===== src/rtl/inst_fetch_decode.sv =====
// Instruction fetch/decode front end: reads a 4-byte instruction from byte-wide program
// memory over a ready handshake, decodes it and strobes CORE_STEP once per instruction.
module inst_fetch_decode #(
    parameter int unsigned WAIT_LIMIT = 255
) (
    input  logic       CLK,
    input  logic       RST_N,
    input  logic [7:0] PC,
    output logic [9:0] MEM_ADDR,
    output logic       MEM_RD,
    input  logic [7:0] MEM_DATA,
    input  logic       MEM_RDY,
    output logic       MEM_INST,
    output logic       ALU_INST,
    output logic       JMP_INST,
    output logic [1:0] MS,
    output logic       IRS,
    output logic [2:0] RS,
    output logic [2:0] AR,
    output logic [2:0] BS,
    output logic [3:0] OP,
    output logic [7:0] IMM,
    output logic       CORE_STEP,
    output logic       HALTED,
    output logic       FAULT
);

    localparam int unsigned WaitW = $clog2(WAIT_LIMIT + 1);

    typedef enum logic [2:0] {
        StFetch0, StFetch1, StFetch2, StFetch3, StExec, StHalt, StFault
    } state_e;

    state_e             state_q, state_d;
    logic [WaitW-1:0]   wait_q, wait_d;
    logic [7:0]         pc_q, pc_d;
    logic [7:0]         b0_q, b0_d;
    logic [7:0]         b1_q, b1_d;
    logic [2:0]         bs_pend_q, bs_pend_d;
    logic               mem_rd_q, mem_rd_d;
    logic [1:0]         cls_q, cls_d;
    logic               halt_q, halt_d;
    logic [1:0]         ms_q, ms_d;
    logic               irs_q, irs_d;
    logic [2:0]         rs_q, rs_d;
    logic [2:0]         ar_q, ar_d;
    logic [2:0]         bs_q, bs_d;
    logic [3:0]         op_q, op_d;
    logic [7:0]         imm_q, imm_d;
    logic               fetching;
    logic               accept;

    assign fetching = (state_q == StFetch0) || (state_q == StFetch1) ||
                      (state_q == StFetch2) || (state_q == StFetch3);
    // MEM_RDY only counts while a request is actually outstanding.
    assign accept   = fetching && mem_rd_q && MEM_RDY;

    always_comb begin
        state_d   = state_q;
        wait_d    = wait_q;
        pc_d      = pc_q;
        b0_d      = b0_q;
        b1_d      = b1_q;
        bs_pend_d = bs_pend_q;
        cls_d     = cls_q;
        halt_d    = halt_q;
        ms_d      = ms_q;
        irs_d     = irs_q;
        rs_d      = rs_q;
        ar_d      = ar_q;
        bs_d      = bs_q;
        op_d      = op_q;
        imm_d     = imm_q;

        if (accept) begin
            wait_d = '0;
        end else if (fetching && mem_rd_q) begin
            if (wait_q == WaitW'(WAIT_LIMIT - 1)) begin
                state_d = StFault;
                wait_d  = '0;
            end else begin
                wait_d = wait_q + 1'b1;
            end
        end

        case (state_q)
            StFetch0: if (accept) begin
                pc_d    = PC;
                b0_d    = MEM_DATA;
                state_d = StFetch1;
            end
            StFetch1: if (accept) begin
                b1_d    = MEM_DATA;
                state_d = StFetch2;
            end
            StFetch2: if (accept) begin
                bs_pend_d = MEM_DATA[7:5];
                state_d   = StFetch3;
            end
            StFetch3: if (accept) begin
                cls_d   = b0_q[7:6];
                ms_d    = b0_q[5:4];
                irs_d   = b0_q[3];
                rs_d    = b0_q[2:0];
                op_d    = b1_q[7:4];
                ar_d    = b1_q[3:1];
                halt_d  = (b0_q[7:6] == 2'b11) && b1_q[0];
                bs_d    = bs_pend_q;
                imm_d   = MEM_DATA;
                state_d = StExec;
            end
            StExec:  state_d = halt_q ? StHalt : StFetch0;
            default: ;
        endcase

        mem_rd_d = (state_d == StFetch0) || (state_d == StFetch1) ||
                   (state_d == StFetch2) || (state_d == StFetch3);
    end

    always_ff @(posedge CLK) begin
        if (!RST_N) begin
            state_q   <= StFetch0;
            wait_q    <= '0;
            pc_q      <= '0;
            b0_q      <= '0;
            b1_q      <= '0;
            bs_pend_q <= '0;
            mem_rd_q  <= 1'b0;
            cls_q     <= '0;
            halt_q    <= 1'b0;
            ms_q      <= '0;
            irs_q     <= 1'b0;
            rs_q      <= '0;
            ar_q      <= '0;
            bs_q      <= '0;
            op_q      <= '0;
            imm_q     <= '0;
        end else begin
            state_q   <= state_d;
            wait_q    <= wait_d;
            pc_q      <= pc_d;
            b0_q      <= b0_d;
            b1_q      <= b1_d;
            bs_pend_q <= bs_pend_d;
            mem_rd_q  <= mem_rd_d;
            cls_q     <= cls_d;
            halt_q    <= halt_d;
            ms_q      <= ms_d;
            irs_q     <= irs_d;
            rs_q      <= rs_d;
            ar_q      <= ar_d;
            bs_q      <= bs_d;
            op_q      <= op_d;
            imm_q     <= imm_d;
        end
    end

    // FETCH0 drives the live PC so the core's post-step Addr is used directly.
    always_comb begin
        case (state_q)
            StFetch0: MEM_ADDR = {PC, 2'b00};
            StFetch1: MEM_ADDR = {pc_q, 2'b01};
            StFetch2: MEM_ADDR = {pc_q, 2'b10};
            StFetch3: MEM_ADDR = {pc_q, 2'b11};
            default:  MEM_ADDR = {pc_q, 2'b00};
        endcase
    end

    assign MEM_RD    = mem_rd_q;
    assign CORE_STEP = (state_q == StExec);
    assign ALU_INST  = CORE_STEP && (cls_q == 2'b00);
    assign MEM_INST  = CORE_STEP && (cls_q == 2'b01);
    assign JMP_INST  = CORE_STEP && (cls_q == 2'b10);
    assign HALTED    = (state_q == StHalt);
    assign FAULT     = (state_q == StFault);
    assign MS        = ms_q;
    assign IRS       = irs_q;
    assign RS        = rs_q;
    assign AR        = ar_q;
    assign BS        = bs_q;
    assign OP        = op_q;
    assign IMM       = imm_q;

endmodule


===== config.mk =====
export PLATFORM = sky130hd
export DESIGN_NAME = inst_fetch_decode
export DESIGN_NICKNAME = d
export VERILOG_FILES = /design/src/rtl/inst_fetch_decode.sv
export SDC_FILE = /design/constraint.sdc
export NUM_CORES = 1
export LEC_CHECK = 0
export ABC_AREA = 1
export BUFFER_PORTS_ARGS = -buffer_cell sky130_fd_sc_hd__buf_2
export CAP_MARGIN = 20
export CORE_UTILIZATION = 57
export DETAILED_ROUTE_END_ITERATION = 8
export PLACE_DENSITY = 0.87
export SYNTH_ARGS = -nofsm -noshare
export SYNTH_HDL_FRONTEND = slang
export SYNTH_SLANG_ARGS = --single-unit

===== constraint.sdc =====
create_clock -name CLK -period 2.3 [get_ports CLK]
set_input_delay 0.46 -clock CLK [delete_from_list [all_inputs] [get_ports CLK]]
set_output_delay 0.46 -clock CLK [all_outputs]
set_load 0.01 [all_outputs]

==> impl_results.md <==
* Critical Path Most Common Cell: inv_1
* Fraction of layout cells with a size suffix above 1 at 0.213
* Starting DRC count in detailed routing at 161
* DR DRC count at 0
* CORE AREA at 4410 um2
* Cell count after placement at about 460
* Final Skew at 0.0104 ns
* Post-route minimum period at 2.13 ns
* Sequential-to-total area share from yosys stat at 0.500
* Total wire length at 5930 um
* First-pass GRT wire length at 10100 um
* Reg2reg setup slack at 0.74 ns
* Setup CP Type: reg2out
* Die height at between 70 and 80 um
* Crit end category: output port
* Mapped Avg Cell Area at 7.26 um2
* Final core occ at 0.714
* Hold path cells at 3
* Req. time, crit path at about 1.8 ns
* Initial antenna violation count at 0
* Via count at roughly 2500
* Initial core utilization at 0.599
* FP Rows at 24
* Critical path depth at 6
* CP Data Arrival Time at 1.67 ns
* CTS clk-pin slew, worst paths at 0.07 ns
* PnR worst setup slack at 0.174 ns
* Cell count after synthesis at 364
* Cell variety after synth at 24
* Most common cell after layout, fill and taps aside: nor2_1
* Clock Tree Buf Depth at 2
* Top Ports at 60
* Crit path cell chain: nor2_2, inv_1, nor2_1, inv_1, nor3_1, buf_2
* Worst-Skew Late Latency at 0.35 ns
* Status: completed
* Sinks on Clock Net at 66
* Max FO, Critical Path at 6
* DRT Pass-1 Iters at 4
* Slew headroom at 0.709
* Max Cap Viol at 0
* Synthesized area at 2640 um2
* Worst Tran Pin Value at 0.436 ns
* Non-filler instance count after layout at 480
* PD cells at 767 nW/um2
* TNS Setup at 0 ns
* Port bufs at 59
* H-tree Lvls at 3
* Number of global-route vias before repair at 2289
* DP Area at just under 3000 um2
* Commonest non-fill, non-tap cells in the layout: nor2_1 (113), dfxtp_1 (66), buf_2 (59)
* Max Freq at 0.470 GHz
* ANT nets after route at 0
* Final period util at 0.925
* Lkg Pwr at between 1.5 and 2 nW
* Place WS at 0.421 ns
* Worst path slowest cell: dfxtp_1
* Final net count at 444
* Hold Path Origin: PC[2]
* Syn Nets at 385
* Grt ovf at 0
* Fin. Hold Viols at 0
* Gp weighted congestion at between 0.8 and 0.9
* Critical R2R Capture: pc_q[4]
* Max stage delay on crit path at 0.37 ns
* Tot Pwr at 2.42 mW
* Post-route cell area at between 3000 and 4000 um2
* Area growth, synth to finish at 19.3%
* Die ar. at 4910 um2
* Hpwl dp at 3930 um
* Root Driver: clkbuf_8
* Reg2reg start: state_q[2]
* Worst Path Buf+Inv at 3
* Register bit total from synthesis at 66
* Hold endpoint: pc_q[2]
* Worst r2r path cells at 7
* Die width at 70.1 um
* Pin count of the biggest net entering global routing at 56
* Yosys warning count at 0
* CTS tree: done
* All-Layer GR Usage at 0.266
* CP top delay family: simple AND/OR/NAND/NOR gates
* CTS buffer count at 9
* VDD IR max at 0.393 mV
* Post-CTS Setup Inserts at 0
* Via density at 5.20
* Hold crit path type: in2reg
* Setup violators final at 0
* Worst setup SP type: flop
* Hold_ws at 0.376 ns
* Routed WL per cell at 12.4 um
* ANT cells at 0
* Slew Viols, Final at 0
[cell type report]
cell class,count,area (um2)
clock buffers,12,155
clock inverters,4,50.0
fillers,357,1260
inverters,25,93.8
multi-input cells,260,1160
flip-flops and latches,66,1320
well taps,52,65.1
repair buffers,61,310
[worst max-delay path by stage]
stage	start	to	slack (ns)
2_1_floorplan	state_q[0]	ALU_INST	0.59
5_1_grt	state_q[0]	ALU_INST	-0.02
3_5_place_dp	state_q[0]	MEM_ADDR[5]	0.42
6_report	state_q[0]	ALU_INST	0.17
4_1_cts	state_q[0]	MEM_ADDR[5]	0.05
3_3_place_gp	state_q[0]	MEM_ADDR[8]	0.50
[cells by family after synthesis]
kind of cell / count (synthesis) / share of synthesized area
AOI/OAI and AO/OA: 67 / 0.127
xor gates and xnor gates: 2 / 0.00663
adders and majority gates: 2 / 0.00947
buffers and inverters: 38 / 0.0639
DFF: 66 / 0.500
and+or+nand+nor: 189 / 0.293
[sequential cells by signal, indices dropped and copies added (netlist names), 4 cells and up]
register / flops
IMM: 8
b0_q: 8
b1_q: 8
pc_q: 8
wait_q: 8
OP: 4
[Yosys cell counts]
master | number | area share
dfxtp_1 | 66 | 0.50
buf_2 | 3 | 0.0057
nand2_1 | 49 | 0.070
buf_4 | 2 | 0.0057
nand3_1 | 10 | 0.019
nand3_2 | 1 | 0.0038
nand2_2 | 3 | 0.0071
o21ai_0 | 49 | 0.093
nor2_4 | 2 | 0.0085
nor3_1 | 6 | 0.011
xnor2_1 | 1 | 0.0033
inv_2 | 5 | 0.0071
o21ai_1 | 7 | 0.013
buf_6 | 2 | 0.0085
a21oi_1 | 11 | 0.021
clkbuf_1 | 6 | 0.0085
ha_1 | 2 | 0.0095
xor2_1 | 1 | 0.0033
nor2_1 | 114 | 0.16
nand2_4 | 1 | 0.0043
nor2_2 | 1 | 0.0024
nor3b_1 | 1 | 0.0028
nand4_1 | 1 | 0.0024
inv_1 | 20 | 0.028
[routing by layer]
metal | track usage | part of all wire
met1 | 0.325 | 0.44
met2 | 0.434 | 0.48
met3 | 0.0649 | 0.055
met4 | 0.138 | 0.024
met5 | 0 | 0
[where the power goes]
group / internal, mW / switching, mW / total [mW]
clock network: 0.558 / 0.448 / 1.01
registers: 1.18 / 0.0240 / 1.20
logic: 0.0741 / 0.136 / 0.210
total: 1.81 / 0.607 / 2.42
[worst min-delay path: stages]
cell and delay (ns):
buf_2 0.09, o21ai_1 0.06, nor2_1 0.07
[what timing repair did]
action | 4_1_cts | 5_1_grt
gates resized for setup | 0 | 2
setup endpoints to repair | 0 | 10
hold buffers | 0 | 0
(Power assumes the default switching activity.)
